**config.mk**
```make
export PLATFORM = sky130hd
export DESIGN_NAME = hazard_scoreboard
export DESIGN_NICKNAME = d
export VERILOG_FILES = /design/src/rtl/hazard_pkg.sv /design/src/rtl/hz_sb_entry.sv /design/src/rtl/hazard_scoreboard.sv
export SDC_FILE = /design/constraint.sdc
export NUM_CORES = 1
export LEC_CHECK = 0
export CORE_MARGIN = 1
export CORE_UTILIZATION = 63
export CTS_CLUSTER_DIAMETER = 100
export DETAILED_ROUTE_END_ITERATION = 16
export GPL_ROUTABILITY_DRIVEN = 1
export PLACE_DENSITY = 0.83
export SYNTH_ARGS = -nofsm -noshare
export SYNTH_HDL_FRONTEND = slang
export SYNTH_SLANG_ARGS = --single-unit
```
**constraint.sdc**
```tcl
create_clock -name clk -period 5.8 [get_ports clk]
set_clock_uncertainty 0.05 [all_clocks]
set_input_delay 1.16 -clock clk [delete_from_list [all_inputs] [get_ports clk]]
set_output_delay 1.16 -clock clk [all_outputs]
set_load 0.02 [all_outputs]
```
**src/rtl/hazard_pkg.sv**
```systemverilog
// Shared constants and helpers for the register hazard scoreboard.
`timescale 1ns/1ps
package hazard_pkg;

    localparam int LAT_W_DEF  = 3;
    localparam int BR_PEN_DEF = 1;

    // All-ones countdown value marks a result of unknown latency.
    localparam logic [LAT_W_DEF-1:0] UNK = '1;

    function automatic logic mispredict(input logic resolve, input logic taken, input logic pred);
        return resolve & (taken ^ pred);
    endfunction

endpackage

```
**src/rtl/hz_sb_entry.sv**
```systemverilog
// One scoreboard counter: cycles until a pending result becomes usable by an EX consumer.
`timescale 1ns/1ps
module hz_sb_entry #(
    parameter int LAT_W = 3
) (
    input  logic             clk,
    input  logic             rst,
    input  logic             load,
    input  logic [LAT_W-1:0] load_val,
    input  logic             clear,
    input  logic             hold,
    output logic [LAT_W-1:0] cnt
);

    localparam logic [LAT_W-1:0] LAT_UNK = '1;

    // A new writer wins over writeback; UNK stays until writeback clears it.
    always_ff @(posedge clk or posedge rst) begin
        if (rst) begin
            cnt <= '0;
        end else if (load) begin
            cnt <= load_val;
        end else if (clear) begin
            cnt <= '0;
        end else if (!hold && cnt != '0 && cnt != LAT_UNK) begin
            cnt <= cnt - 1'b1;
        end
    end

endmodule

```
**src/rtl/hazard_scoreboard.sv**
```systemverilog
// Register hazard scoreboard: stall/issue/flush decisions for the ID stage.
// Optional macro HAZARD_PERF_CNT_EN adds saturating stall-cycle and flush counters.
`timescale 1ns/1ps
module hazard_scoreboard
    import hazard_pkg::*;
#(
    parameter int NUM_REGS = 32,
    parameter int REG_AW   = 5,
    parameter int LAT_W    = LAT_W_DEF,
    parameter int BR_PEN   = BR_PEN_DEF
) (
    input  logic              clk,
    input  logic              rst,
    input  logic              id_valid,
    input  logic [REG_AW-1:0] id_rs,
    input  logic [REG_AW-1:0] id_rt,
    input  logic              id_use_rs,
    input  logic              id_use_rt,
    input  logic              id_branch,
    input  logic              id_wr,
    input  logic [REG_AW-1:0] id_dst,
    input  logic [LAT_W-1:0]  id_lat,
    input  logic              ex_hold,
    input  logic              wb_done,
    input  logic [REG_AW-1:0] wb_dst,
    input  logic              br_resolve,
    input  logic              br_taken,
    input  logic              br_pred,
    input  logic              jump,
    output logic              stall,
    output logic              issue,
    output logic              flush,
    output logic              cpc
`ifdef HAZARD_PERF_CNT_EN
    ,
    output logic [31:0]       perf_stall_cyc,
    output logic [31:0]       perf_flush_cnt
`endif
);

    localparam logic [LAT_W-1:0] LAT_UNK = '1;
    localparam logic [LAT_W-1:0] PEN_V   = LAT_W'(BR_PEN);

    logic [LAT_W-1:0] cnt [NUM_REGS];
    logic [LAT_W-1:0] load_val;
    logic             mis;
    logic             haz;
    int               lat_sum;

    // Branches compare in ID, so they wait for a fully drained counter.
    function automatic logic src_hazard(input logic use_s, input logic [REG_AW-1:0] s,
                                        input logic [LAT_W-1:0] c, input logic br);
        if (!use_s || s == '0) return 1'b0;
        return br ? (c != '0) : (c > PEN_V);
    endfunction

    always_comb begin
        mis   = mispredict(br_resolve, br_taken, br_pred);
        flush = (mis | jump) & ~rst;
        cpc   = mis & ~rst;
        haz   = src_hazard(id_use_rs, id_rs, cnt[id_rs], id_branch)
              | src_hazard(id_use_rt, id_rt, cnt[id_rt], id_branch);
        stall = id_valid & (haz | ex_hold) & ~flush & ~rst;
        issue = id_valid & ~stall & ~flush & ~rst;
    end

    // Known latencies are biased by the branch penalty and clipped below UNK.
    always_comb begin
        load_val = '0;
        lat_sum  = int'(id_lat) + BR_PEN;
        if (id_lat == LAT_UNK) begin
            load_val = LAT_UNK;
        end else if (lat_sum >= int'(LAT_UNK)) begin
            load_val = LAT_UNK - 1'b1;
        end else begin
            load_val = LAT_W'(lat_sum);
        end
    end

    assign cnt[0] = '0;

    for (genvar r = 1; r < NUM_REGS; r++) begin : g_entry
        hz_sb_entry #(
            .LAT_W(LAT_W)
        ) u_entry (
            .clk     (clk),
            .rst     (rst),
            .load    (issue & id_wr & (id_dst == REG_AW'(r))),
            .load_val(load_val),
            .clear   (wb_done & (wb_dst == REG_AW'(r))),
            .hold    (ex_hold),
            .cnt     (cnt[r])
        );
    end

`ifdef HAZARD_PERF_CNT_EN
    always_ff @(posedge clk or posedge rst) begin
        if (rst) begin
            perf_stall_cyc <= '0;
            perf_flush_cnt <= '0;
        end else begin
            if (stall && !ex_hold && perf_stall_cyc != '1) perf_stall_cyc <= perf_stall_cyc + 1'b1;
            if (flush && perf_flush_cnt != '1) perf_flush_cnt <= perf_flush_cnt + 1'b1;
        end
    end
`endif

endmodule

```
==> flow_metrics.env <==
export IMPL_status="completed"
export IMPL_multi_input_area_mm2=0.006113
export IMPL_portBuffers=39
export IMPL_start_kind="input pin"
export IMPL_drv_cap=0
export IMPL_cts_root_buffer="clkbuf_16"
export IMPL_wl_per_cell_um=19.41
export IMPL_worstMarginPinSlew_ns=1.154
export IMPL_cts_repair_resized=0
export IMPL_io_pins=40
export IMPL_vias=7288
export IMPL_yosysMostFrequentCell="nand2_1"
export IMPL_crit_path_top_delay_cell="clkdlybuf4s50_1"
export IMPL_min_from="g_entry[28].u_entry.cnt[2]$_DFFE_PP0P_"
export IMPL_clockBufferDepth=2
export IMPL_synthDistinctLibCells=52
export IMPL_grt_max_degree=50
export IMPL_tritoncts_num_sinks=93
export IMPL_worst_ep_arrival_time_ns=4.24
export IMPL_drt_pass1_iter_count=5
export IMPL_area_growth_pct=8.736
export IMPL_grt_pass1_wl_mm=36.57
export IMPL_drt_wl_total_mm=22.62
export IMPL_yosys_area_top_type_share_pct=26.12
export IMPL_cts_buffers=9
export IMPL_worstHoldPathType="register to register"
export IMPL_top_register="g_entry.u_entry.cnt"
export IMPL_grt_pass1_vias=7209
export IMPL_cts_hold_buf=0
export IMPL_synth_area_leader_cell="dfrtp_1"
export IMPL_synth_edf_count=0
export IMPL_powerDensity_mw_per_mm2=440.0
export IMPL_grtUsageTotal_pct=32.68
export IMPL_ir_drop_uv=303.5
export IMPL_post_cts_setup_buffer_count=0
export IMPL_reg2reg_slack_ns=2.42
export IMPL_grt_ovfl_total=0
export IMPL_place_inst=1150
export IMPL_start_util_pct=64.43
export IMPL_tns_ns=0
export IMPL_synth_avg_cell_area_um2=9.299
export IMPL_final_max_slew_viol_count=0
export IMPL_finalCriticalPeriod_ns=5.447
export IMPL_clk_latency_ns=0.35
export IMPL_path_class="input pin to output pin"
export IMPL_power_w=0.004262
export IMPL_crit_top_cell="clkdlybuf4s50_1"
export IMPL_r2r_end="g_entry[20].u_entry.cnt[1]$_DFFE_PP0P_"
export IMPL_synthFlopType="dfrtp_1"
export IMPL_max_stage_delay_ns=0.62
export IMPL_rr_worst_depth=8
export IMPL_seq_area_frac_synth_pct=26.12
export IMPL_critPathMaxFanout=11
export IMPL_hold_viol=0
export IMPL_yosys_warnings=0
export IMPL_dp_hpwl_mm=16.49
export IMPL_setup_viol=0
export IMPL_synth_async_sr_flop_share_pct=100.0
export IMPL_cts_htree_levels=3
export IMPL_die_height_um=120.9
export IMPL_crit_buf_inv=4
export IMPL_core_mm2=0.01383
export IMPL_antenna_found_initial=0
export IMPL_cp_end_kind="output pin"
export IMPL_die_x_um=120.9
export IMPL_hold_depth=3
export IMPL_rsz0062_at_grt="false"
export IMPL_synth_seq_cells=93
export IMPL_synthTopCellsByCount="nand2_1, mux2i_1, ha_1, dfrtp_1, inv_1"
export IMPL_dieArea_mm2=0.01462
export IMPL_vias_per_cell=6.256
export IMPL_gp_congestion=0.9996
export IMPL_drive_gt1_share_pct=8.731
export IMPL_worstPathCellList="clkdlybuf4s50_1, buf_4, inv_1, mux4_2, o22ai_1, a2111oi_2, a311o_4, a21oi_1, clkdlybuf4s50_1"
export IMPL_instances_no_fill=1165
export IMPL_antenna_cells=0
export IMPL_syn_area_mm2=0.008909
export IMPL_p_leak_nw=4.672
export IMPL_ant_nets=0
export IMPL_syn_inst=958
export IMPL_reg2reg_from="g_entry[25].u_entry.cnt[0]$_DFFE_PP0P_"
export IMPL_cp_required_ns=4.59
export IMPL_final_util_pct=70.06
export IMPL_cts_tree="yes"
export IMPL_nFillCells=1053
export IMPL_seq_area_mm2=0.002327
export IMPL_relSlewSlack_pct=22.88
export IMPL_num_rows=43
export IMPL_holdPathEnd="g_entry[28].u_entry.cnt[2]$_DFFE_PP0P_"
export IMPL_max_freq_ghz=0.1836
export IMPL_drt_iter0_markers=640
export IMPL_crit_family="buffers and inverters"
export IMPL_drc=0
export IMPL_largest_reg_flops=93
export IMPL_hold_ws_ns=0.5952
export IMPL_path_clk_slew_ns=0.06
export IMPL_min_period_over_period_pct=93.92
export IMPL_reg_top3="g_entry.u_entry.cnt (93)"
export IMPL_synthTopCellsByArea="dfrtp_1, ha_1, mux2i_1"
export IMPL_syn_num_nets=1089
export IMPL_fin_nets=1112
==> layer usage <==
layer,up-vias,share of wire [%],GRT usage (%)
li1,3401,-,-
met1,3553,42,43.46
met2,283,46,52.71
met3,51,8.6,6.203
met4,0,2.9,12.42
met5,-,0,0
==> worst register-to-register path, delay by kind of cell (launching register included) <==
family / cells / cell delay, ns
muxes: 4 / 1.01
AOI/OAI and AO/OA: 2 / 0.72
buffers and inverters: 1 / 0.65
and+or+nand+nor: 1 / 0.37
DFF: 1 / 0.44
==> report_power, final <==
part	internal [W]	switching, W
Clock	0.000299	0.000251
Sequential	0.000993	0.000425
Combinational	0.00106	0.00123
Total	0.00235	0.00191
==> per-stage QoR <==
stage / setup slack, ns / instance area (µm²)
6_report: 0.3528 / 9687
2_1_floorplan: 0.3983 / 8912
3_3_place_gp: 0.4420 / 9427
3_5_place_dp: 0.3798 / 9427
4_1_cts: 0.3732 / 9687
5_1_grt: 0.2354 / 9687
==> final cells by class <==
class	count	share of cell area, %
well taps	180	2.325
inverters	67	2.635
clock buffers	13	2.583
repair buffers	55	5.218
multi-input cells	755	63.11
flip-flops and latches	93	24.02
clock inverters	2	0.1033
==> kinds of logic after synthesis <==
family	after synthesis	synth area share [%]
simple gates	350	21.84
compound gates	135	10.90
xor+xnor	49	4.817
buf+inv	110	5.548
fa+ha+maj	95	13.34
flops	93	26.12
mux	126	17.43
==> layout by cell type, fill, tap and decap left out, types with 14 or more instances in the layout <==
| cell | instances |
|---|---|
| o211ai_1 | 32 |
| ha_1 | 95 |
| xnor2_1 | 48 |
| clkdlybuf4s50_1 | 38 |
| nor3_1 | 40 |
| o21ai_0 | 24 |
| nor2_1 | 41 |
| dfrtp_1 | 93 |
| o31ai_1 | 14 |
| inv_1 | 66 |
| mux4_2 | 18 |
| nor2b_1 | 37 |
| mux2i_1 | 103 |
| nand3_4 | 28 |
| nand2_1 | 156 |
| a211oi_1 | 31 |
| buf_4 | 16 |
| nand2b_1 | 24 |
==> worst max path at each step <==
stage                     slack [ns]  endpoint  cells after the start     start
after global routing            0.24     stall                      9  id_rt[0]
after detailed placement        0.38     stall                      9  id_rt[0]
after CTS                       0.37     stall                      9  id_rt[0]
after floorplan                 0.40     stall                      6       rst
final                           0.35     stall                      9  id_rt[0]
after global placement          0.44     stall                      9  id_rt[0]
Note: power is estimated with default switching activity, not from simulation.
